$ cat src/rtl/axi_sram_slave_p.sv
// rtl/axi_sram_slave_p.sv - AXI4 slave in front of a single-port one-cycle-latency SRAM bank
module axi_sram_slave_p #(
    parameter int DATA_W = 32,
    parameter int ADDR_W = 32,
    parameter int ID_W   = 8,
    parameter int LEN_W  = 4,
    parameter int DEPTH  = 16384
) (
    input  logic                     ACLK,
    input  logic                     ARESET,
    input  logic [ID_W-1:0]          AWID,
    input  logic [ADDR_W-1:0]        AWADDR,
    input  logic [LEN_W-1:0]         AWLEN,
    input  logic [2:0]               AWSIZE,
    input  logic [1:0]               AWBURST,
    input  logic                     AWVALID,
    output logic                     AWREADY,
    input  logic [DATA_W-1:0]        WDATA,
    input  logic [DATA_W/8-1:0]      WSTRB,
    input  logic                     WLAST,
    input  logic                     WVALID,
    output logic                     WREADY,
    output logic [ID_W-1:0]          BID,
    output logic [1:0]               BRESP,
    output logic                     BVALID,
    input  logic                     BREADY,
    input  logic [ID_W-1:0]          ARID,
    input  logic [ADDR_W-1:0]        ARADDR,
    input  logic [LEN_W-1:0]         ARLEN,
    input  logic [2:0]               ARSIZE,
    input  logic [1:0]               ARBURST,
    input  logic                     ARVALID,
    output logic                     ARREADY,
    output logic [ID_W-1:0]          RID,
    output logic [DATA_W-1:0]        RDATA,
    output logic [1:0]               RRESP,
    output logic                     RLAST,
    output logic                     RVALID,
    input  logic                     RREADY,
    output logic                     mem_CEB,
    output logic                     mem_WEB,
    output logic [$clog2(DEPTH)-1:0] mem_A,
    output logic [DATA_W-1:0]        mem_D,
    output logic [DATA_W-1:0]        mem_BWEB,
    input  logic [DATA_W-1:0]        mem_Q
);

    localparam int B  = DATA_W / 8;
    localparam int BL = $clog2(B);
    localparam int WA = $clog2(DEPTH);
    localparam int MA = BL + WA;

    localparam logic [2:0]     SIZE_OK   = 3'(BL);
    localparam logic [WA-1:0]  WORD_ONE  = WA'(1);
    localparam logic [LEN_W:0] CNT_ONE   = (LEN_W+1)'(1);
    localparam logic [1:0]     BURST_FIXED = 2'b00;
    localparam logic [1:0]     BURST_INCR  = 2'b01;
    localparam logic [1:0]     BURST_WRAP  = 2'b10;
    localparam logic [1:0]     BURST_RSVD  = 2'b11;
    localparam logic [1:0]     RESP_OKAY   = 2'b00;
    localparam logic [1:0]     RESP_SLVERR = 2'b10;

    typedef enum logic [1:0] {
        S_IDLE,
        S_WR,
        S_WRESP,
        S_RD
    } state_t;

    state_t            state;
    logic              last_wr;
    logic              err_r;
    logic [ID_W-1:0]   id_r;
    logic [WA-1:0]     word_r;
    logic [1:0]        burst_r;
    logic [LEN_W-1:0]  len_r;
    logic [LEN_W:0]    issue_cnt;
    logic [LEN_W:0]    beat_cnt;

    logic              inflight;
    logic [1:0]        skid_cnt;
    logic              rd_ptr;
    logic              wr_ptr;
    logic [DATA_W-1:0] skid_data [2];

    logic              idle;
    logic              grant_rd;
    logic              grant_wr;
    logic              ar_hs;
    logic              aw_hs;
    logic [ID_W-1:0]   ax_id;
    logic [ADDR_W-1:0] ax_addr;
    logic [LEN_W-1:0]  ax_len;
    logic [2:0]        ax_size;
    logic [1:0]        ax_burst;
    logic              ax_err;

    logic [WA-1:0]     wrap_mask;
    logic [WA-1:0]     word_inc;
    logic [WA-1:0]     word_next;

    logic              w_hs;
    logic              rd_issue;
    logic              wr_acc;
    logic              rd_acc;
    logic              r_valid;
    logic              r_pop;
    logic              buf_push;
    logic              buf_pop;
    logic [DATA_W-1:0] q_data;
    logic [DATA_W-1:0] head_data;
    logic [DATA_W-1:0] strb_bits;

    // Round-robin grant in IDLE; a tie goes to the channel not served last
    always_comb begin
        idle     = (state == S_IDLE);
        grant_rd = ARVALID & (~AWVALID | last_wr);
        grant_wr = AWVALID & ~grant_rd;
        ar_hs    = idle & grant_rd;
        aw_hs    = idle & grant_wr;
        ARREADY  = ar_hs;
        AWREADY  = aw_hs;
        ax_id    = grant_rd ? ARID    : AWID;
        ax_addr  = grant_rd ? ARADDR  : AWADDR;
        ax_len   = grant_rd ? ARLEN   : AWLEN;
        ax_size  = grant_rd ? ARSIZE  : AWSIZE;
        ax_burst = grant_rd ? ARBURST : AWBURST;
    end

    // Legality of the granted request; any violation turns the whole burst into SLVERR
    always_comb begin
        ax_err = 1'b0;
        if (ax_addr[ADDR_W-1:MA] != '0) ax_err = 1'b1;
        if (ax_addr[BL-1:0] != '0)      ax_err = 1'b1;
        if (ax_size != SIZE_OK)         ax_err = 1'b1;
        if (ax_burst == BURST_RSVD)     ax_err = 1'b1;
        if ((ax_burst == BURST_WRAP) &&
            !((ax_len == LEN_W'(1)) || (ax_len == LEN_W'(3)) ||
              (ax_len == LEN_W'(7)) || (ax_len == LEN_W'(15))))
            ax_err = 1'b1;
    end

    // Next word address; WRAP lengths are 2^n-1 so the length doubles as the window mask
    always_comb begin
        wrap_mask = {{(WA-LEN_W){1'b0}}, len_r};
        word_inc  = word_r + WORD_ONE;
        case (burst_r)
            BURST_FIXED: word_next = word_r;
            BURST_WRAP:  word_next = (word_r & ~wrap_mask) | (word_inc & wrap_mask);
            BURST_INCR:  word_next = word_inc;
            default:     word_next = word_inc;
        endcase
    end

    // Beat handshakes, read issue throttle and the read return path
    always_comb begin
        w_hs      = (state == S_WR) & WVALID;
        rd_issue  = (state == S_RD) && (issue_cnt != '0) &&
                    ((skid_cnt + {1'b0, inflight}) < 2'd2);
        wr_acc    = w_hs & ~err_r;
        rd_acc    = rd_issue & ~err_r;
        q_data    = err_r ? '0 : mem_Q;
        r_valid   = (skid_cnt != 2'd0) | inflight;
        head_data = (skid_cnt != 2'd0) ? skid_data[rd_ptr] : q_data;
        r_pop     = r_valid & RREADY;
        buf_push  = inflight & ~((skid_cnt == 2'd0) & r_pop);
        buf_pop   = r_pop & (skid_cnt != 2'd0);
    end

    // Byte strobes expanded to the active-low bit-write mask
    always_comb begin
        strb_bits = '0;
        for (int i = 0; i < B; i++) begin
            strb_bits[i*8 +: 8] = {8{WSTRB[i]}};
        end
    end

    // SRAM pins and AXI response outputs
    always_comb begin
        mem_CEB  = ~(wr_acc | rd_acc);
        mem_WEB  = ~wr_acc;
        mem_A    = (wr_acc | rd_acc) ? word_r : '0;
        mem_D    = wr_acc ? WDATA : '0;
        mem_BWEB = wr_acc ? ~strb_bits : '1;
        WREADY   = (state == S_WR);
        BVALID   = (state == S_WRESP);
        BRESP    = (BVALID & err_r) ? RESP_SLVERR : RESP_OKAY;
        BID      = id_r;
        RVALID   = r_valid;
        RDATA    = r_valid ? head_data : '0;
        RRESP    = (r_valid & err_r) ? RESP_SLVERR : RESP_OKAY;
        RLAST    = r_valid & (beat_cnt == CNT_ONE);
        RID      = id_r;
    end

    // Transaction FSM: captures the request, walks addresses and counts beats
    always_ff @(posedge ACLK or posedge ARESET) begin
        if (ARESET) begin
            state     <= S_IDLE;
            last_wr   <= 1'b1;
            err_r     <= 1'b0;
            id_r      <= '0;
            word_r    <= '0;
            burst_r   <= '0;
            len_r     <= '0;
            issue_cnt <= '0;
            beat_cnt  <= '0;
        end else begin
            case (state)
                S_IDLE: begin
                    if (ar_hs || aw_hs) begin
                        id_r    <= ax_id;
                        word_r  <= ax_addr[MA-1:BL];
                        burst_r <= ax_burst;
                        len_r   <= ax_len;
                        err_r   <= ax_err;
                        last_wr <= aw_hs;
                        if (ar_hs) begin
                            issue_cnt <= {1'b0, ax_len} + CNT_ONE;
                            beat_cnt  <= {1'b0, ax_len} + CNT_ONE;
                            state     <= S_RD;
                        end else begin
                            state     <= S_WR;
                        end
                    end
                end
                S_WR: begin
                    if (w_hs) begin
                        word_r <= word_next;
                        if (WLAST) state <= S_WRESP;
                    end
                end
                S_WRESP: begin
                    if (BREADY) state <= S_IDLE;
                end
                S_RD: begin
                    if (rd_issue) begin
                        issue_cnt <= issue_cnt - CNT_ONE;
                        word_r    <= word_next;
                    end
                    if (r_pop) begin
                        beat_cnt <= beat_cnt - CNT_ONE;
                        if (beat_cnt == CNT_ONE) state <= S_IDLE;
                    end
                end
                default: state <= S_IDLE;
            endcase
        end
    end

    // Two-entry skid buffer; SRAM data bypasses it when empty and the master is ready
    always_ff @(posedge ACLK or posedge ARESET) begin
        if (ARESET) begin
            inflight     <= 1'b0;
            skid_cnt     <= 2'd0;
            rd_ptr       <= 1'b0;
            wr_ptr       <= 1'b0;
            skid_data[0] <= '0;
            skid_data[1] <= '0;
        end else begin
            inflight <= rd_issue;
            if (buf_push) begin
                skid_data[wr_ptr] <= q_data;
                wr_ptr            <= ~wr_ptr;
            end
            if (buf_pop) rd_ptr <= ~rd_ptr;
            case ({buf_push, buf_pop})
                2'b10:   skid_cnt <= skid_cnt + 2'd1;
                2'b01:   skid_cnt <= skid_cnt - 2'd1;
                default: skid_cnt <= skid_cnt;
            endcase
        end
    end

endmodule

$ cat config.mk
export PLATFORM = sky130hd
export DESIGN_NAME = axi_sram_slave_p
export DESIGN_NICKNAME = d
export VERILOG_FILES = /design/src/rtl/axi_sram_slave_p.sv
export SDC_FILE = /design/constraint.sdc
export NUM_CORES = 1
export LEC_CHECK = 0
export ABC_AREA = 0
export CAP_MARGIN = 20
export CORE_MARGIN = 2
export CORE_UTILIZATION = 44
export CTS_BUF_LIST = sky130_fd_sc_hd__clkbuf_8
export DETAILED_ROUTE_END_ITERATION = 7
export MAX_ROUTING_LAYER = met4
export PLACE_DENSITY_LB_ADDON = 0.12
export REMOVE_ABC_BUFFERS = 1
export SETUP_SLACK_MARGIN = 0.1
export SYNTH_ARGS = -nofsm -noshare
export SYNTH_HDL_FRONTEND = slang
export SYNTH_SLANG_ARGS = --single-unit
$ cat constraint.sdc
create_clock -name ACLK -period 4.16 [get_ports ACLK]
set_input_delay 0.832 -clock ACLK [delete_from_list [all_inputs] [get_ports ACLK]]
set_output_delay 0.832 -clock ACLK [all_outputs]
set_load 0.005 [all_outputs]
After elaboration in Yosys (flattened, before gate mapping) --
Index checks and enable logic that the tools add are counted.
Word-level totals: register bits 111, input bits 174, output and inout bits 138, logic and storage cells 148
Operators by class: add/sub/neg operators 7, order comparisons 4, eq/ne operators 22, mux-type cells 44, bitwise logic cells 32, reductions and logical operators 24
Operator list (number):
- $mux W32 | 10
- $bwmux W64 | 1
- $mux W14 | 4
- $pmux W14 S3 | 1
- $demux W32 S1 | 1
- $not A32 Y32 | 1
- $pmux W14 S2 | 1
- $mux W2 | 10
- $mux W5 | 4
- $pmux W5 S2 | 2
- $reduce_bool A16 Y1 | 1
- $add A14 B1 Y14 const B | 1
- $and A1 B1 Y1 | 14
- $and A14 B14 Y14 | 1
- $and A14 B4 Y14 | 1
- $not A4 Y14 | 1
- $or A14 B14 Y14 | 1
- $eq A2 B2 Y1 const B | 6
- $reduce_and A4 Y1 | 3
- $ne A2 B1 Y1 const B | 5
- $sub A5 B1 Y5 const B | 2
- $mux W8 | 1
- $not A1 Y1 | 8
- $pmux W2 S4 | 1
- other kinds (30) | 52

Logic depth before layout (Yosys ltp) --
depth in word-level cells 11, mapped depth 11

Worst setup path before layout --
Ideal clock, no wire load.
path kind input -> output, from input port WVALID, to output port mem_BWEB[10], data arrival time 1868 ps, slack 1460 ps, cell stages on the path 6, cell sequence nand3b_1 > nor2_1 > clkbuf_1 > clkbuf_1 > nand2_1 > buf_4
On the way: cells in the longest elaborated chain, start to end 3
Ends and longest elaborated chain:
- from (decl) | RTL line 21 | input logic WVALID,
- $and A1 B1 Y1 | RTL line 157 | w_hs = (state == S_WR) & WVALID;
- $and A1 B1 Y1 | RTL line 160 | wr_acc = w_hs & ~err_r;
- $mux W32 | RTL line 184 | mem_BWEB = wr_acc ? ~strb_bits : '1;
- to (decl) | RTL line 44 | output logic [DATA_W-1:0] mem_BWEB,
No other way between the ends.

Final worst setup path --
from input port WVALID, to output port mem_BWEB[5]
The elaborated chain is that of the path after synthesis.

==> out/results.ini <==
[placement]
finalWeightedCongestion=0.8504
hpwlAfterDp_um=15390
io_buffers=309
post-place-ws_ns=0.6495
place_inst=1302

[grt]
antenna_found_initial=0
grt_pass1_wl_um=32760
grt_max_degree=66
grt_pass1_vias=6308
globalRouteOverflowTotal=0
grt_use_total=0.2519

[clock_tree]
postCtsSetupRepairBufs=0
cts_buffer_depth=2
cts_resized=0
cts_tree=built
clk_pin_slew_worst_paths_ns=0.10
cts.sinks=111
cts_max_level=3
cts_made_buffers=9
clock_latency_ns=0.40
postCtsHoldBufs=0
clock-root-buffer=clkbuf_8

[timing]
skew_ns=0.01054
setup_viol=0
max_freq_ghz=0.2814
worst_slew_pin_slew_ns=1.004
fin_ws_ns=0.6059
layout_min_cycle_time_ns=3.554
post-route-period-util=0.8543
finalHoldViolCount=0
report.final.slew_viol_count=0
fin_tns_setup_ns=0
slew_headroom=0.3281
rsz0062_at_grt=false

[drt]
vias=6817
drt_iter0_drc=557
final_antenna_net_count=0
viasPerCell=5.168
wl_per_cell_um=16.08
drcViolationCount=0
firstDrtPassIters=5
drt-total-wl_um=21210

[hold_path]
whs_path_depth=2
min_path_type=reg -> reg
min_from=skid_data[40]$_DFFE_PP0P_
holdPathEnd=skid_data[40]$_DFFE_PP0P_

[power_and_ir_drop]
leakage_nw=4.157
ir_drop_uv=260.8
fin_total_pwr_mw=4.622
power.density_mw_per_mm2=448.0

[die]
start_util=0.4461
ios=312
row_count=46
core_area_mm2=0.01577
dieArea_mm2=0.01702
die_h_um=130.5
die_width_um=130.5

[layout]
fin_nets=1279
diodes=0
multiInputGateArea_mm2=0.003701
final_util=0.6542
layout.cells.non_filler=1319
seq_area_mm2=0.002780
area_growth_pct=46.63
final_layout_size_suffix_gt1_frac=0.05440
fillerInstances=1402

[synthesis]
postSynthAreaPerCell_um2=8.238
syn_inst=854
ys_seq_area_frac=0.3950
ys_warn_count=0
synth-edff-count=0
synth_ff_type=dfrtp_1
ys_seq_elements=111
ys_types=70
syn-cell-area_mm2=0.007035
synthArstFlopShare=1.000

[worst_setup_path]
cp.required_ns=3.33
cp_max_fo=37
reg2reg_depth=5
worstSetupPathType=in -> out
crit_path_end_kind=output port
crit_slowest_cell=clkdlybuf4s50_1
rr_endpoint=skid_data[10]$_DFFE_PP0P_
r2r-start=skid_cnt[1]$_DFFE_PP0P_
path_cells=clkdlybuf4s50_1 > nand3b_1 > nor2_1 > buf_4 > nand2_1 > clkdlybuf4s50_1
cpPeakStageDelay_ns=0.52
crit_arrival_ns=2.72
cp_common_cell=clkdlybuf4s50_1
cp-start-kind=primary input
cpLargestDelayFamily=buffers and inverters
r2r_slack_ns=1.48
critPathBufInv=3

[status]
status=completed

[run]
cap_viol_max_count=0

metal layers:
| layer | routed length [um] | global-route usage | vias up |
|---|---|---|---|
| li1 | - | - | 3402 |
| met1 | 9963 | 0.3723 | 3162 |
| met2 | 9781 | 0.3736 | 232 |
| met3 | 1198 | 0.02565 | 21 |
| met4 | 269 | 0.06383 | 0 |
| met5 | 0 | - | - |
placed cells by master (no fill, tap or decap), types with 3 or more instances in the layout:
cell type and instances:
xnor2_1 5, a21oi_1 16, nand2_1 144, clkdlybuf4s50_1 309, or4_1 3, mux2_1 3, o22ai_1 3, ha_1 7
dfrtp_1 109, mux2i_1 42, nor2_1 48, nand2b_1 35, bufinv_16 3, a211oi_1 4, o32a_1 3, nand3_1 13
nor2b_1 16, mux2_2 6, nand4_1 6, o21ai_0 118, inv_1 12, xor2_1 3, clkbuf_8 10, o22a_1 4
nor3_1 34, o21ai_2 3, and2_1 36, a31oi_1 15, nor4_1 9, a22o_1 4, buf_4 17, and3_1 3
a21o_1 3
cell usage after synthesis, types with 4 or more instances:
cell      number  area share
nand4_1        6      0.0053
nand3_1       13      0.0092
xnor2_1        5      0.0062
a31oi_1       15       0.013
dfrtp_1      110        0.39
buf_1          4      0.0021
inv_1         13      0.0069
nor2b_1       16       0.014
o21ai_0      118       0.084
nor2_1        49       0.026
nand2b_1      36       0.032
a21oi_1       16       0.011
nand2_1      145       0.077
clkbuf_1      44       0.023
ha_1           7       0.012
nor3_1        34       0.024
and2_1        36       0.032
mux2_2         6      0.0096
mux2i_1       42       0.060
buf_4         39       0.042
nor4_1         9      0.0080
a22o_1         4      0.0050
buf_2          8      0.0057
o22a_1         4      0.0050
a211oi_1       4      0.0043
worst max-delay path by stage:
stage	start	cells past startpoint	slack [ns]	endpoint
after floorplan	ARESET	1	0.40	BID[0]$_DFFE_PP0P_
after global placement	ARVALID	4	0.67	ARREADY
after detailed placement	WVALID	6	0.65	mem_BWEB[14]
after CTS	WVALID	6	0.65	mem_BWEB[14]
after global routing	WVALID	6	0.48	mem_BWEB[12]
final	WVALID	6	0.61	mem_BWEB[5]
where the power goes:
group,switching (mW),internal [mW]
clock,0.388,0.420
sequential,0.365,1.35
combinational,1.08,1.02
cell type report:
| type | instances | share of cell area |
|---|---|---|
| timing repair buffer | 328 | 0.3161 |
| clock inverter | 6 | 0.01116 |
| tap | 216 | 0.02620 |
| multi-input combinational | 635 | 0.3588 |
| sequential | 111 | 0.2695 |
| clock buffer | 10 | 0.01334 |
| inverter | 13 | 0.004973 |
sequential cells by signal, summed over array words and instances (netlist names), named ones only:
register,count
BID,8
len_r,4
skid_cnt,2
inflight,1
skid_data,64
state,2
rd_ptr,1
err_r,1
burst_r,2
word_r,11
wr_ptr,1
beat_cnt,5
last_wr,1
issue_cnt,5
stage by stage:
| step | area, um^2 | hold WS (ns) |
|---|---|---|
| 3_5_place_dp | 10040 | 0.4693 |
| 3_3_place_gp | 10040 | 0.4611 |
| 2_1_floorplan | 6521 | 0.4492 |
| 6_report | 10320 | 0.4885 |
| 4_1_cts | 10300 | 0.4929 |
| 5_1_grt | 10320 | 0.5075 |
cells by family after synthesis:
family	share of synthesized area
AND/OR/NAND/NOR	0.2561
AO/OA/AOI/OAI	0.1713
flip-flops	0.3950
buffers and inverters	0.08056
multiplexers	0.07416
XOR/XNOR	0.009959
adder cells (fa/ha/maj)	0.01245
other	0.0005330
tightest hold or removal path, stage by stage, from the launching register on:
cell and delay [ns]:
dfrtp_1 0.35, nand2_1 0.04, o21ai_0 0.06
(Power assumes the default switching activity.)
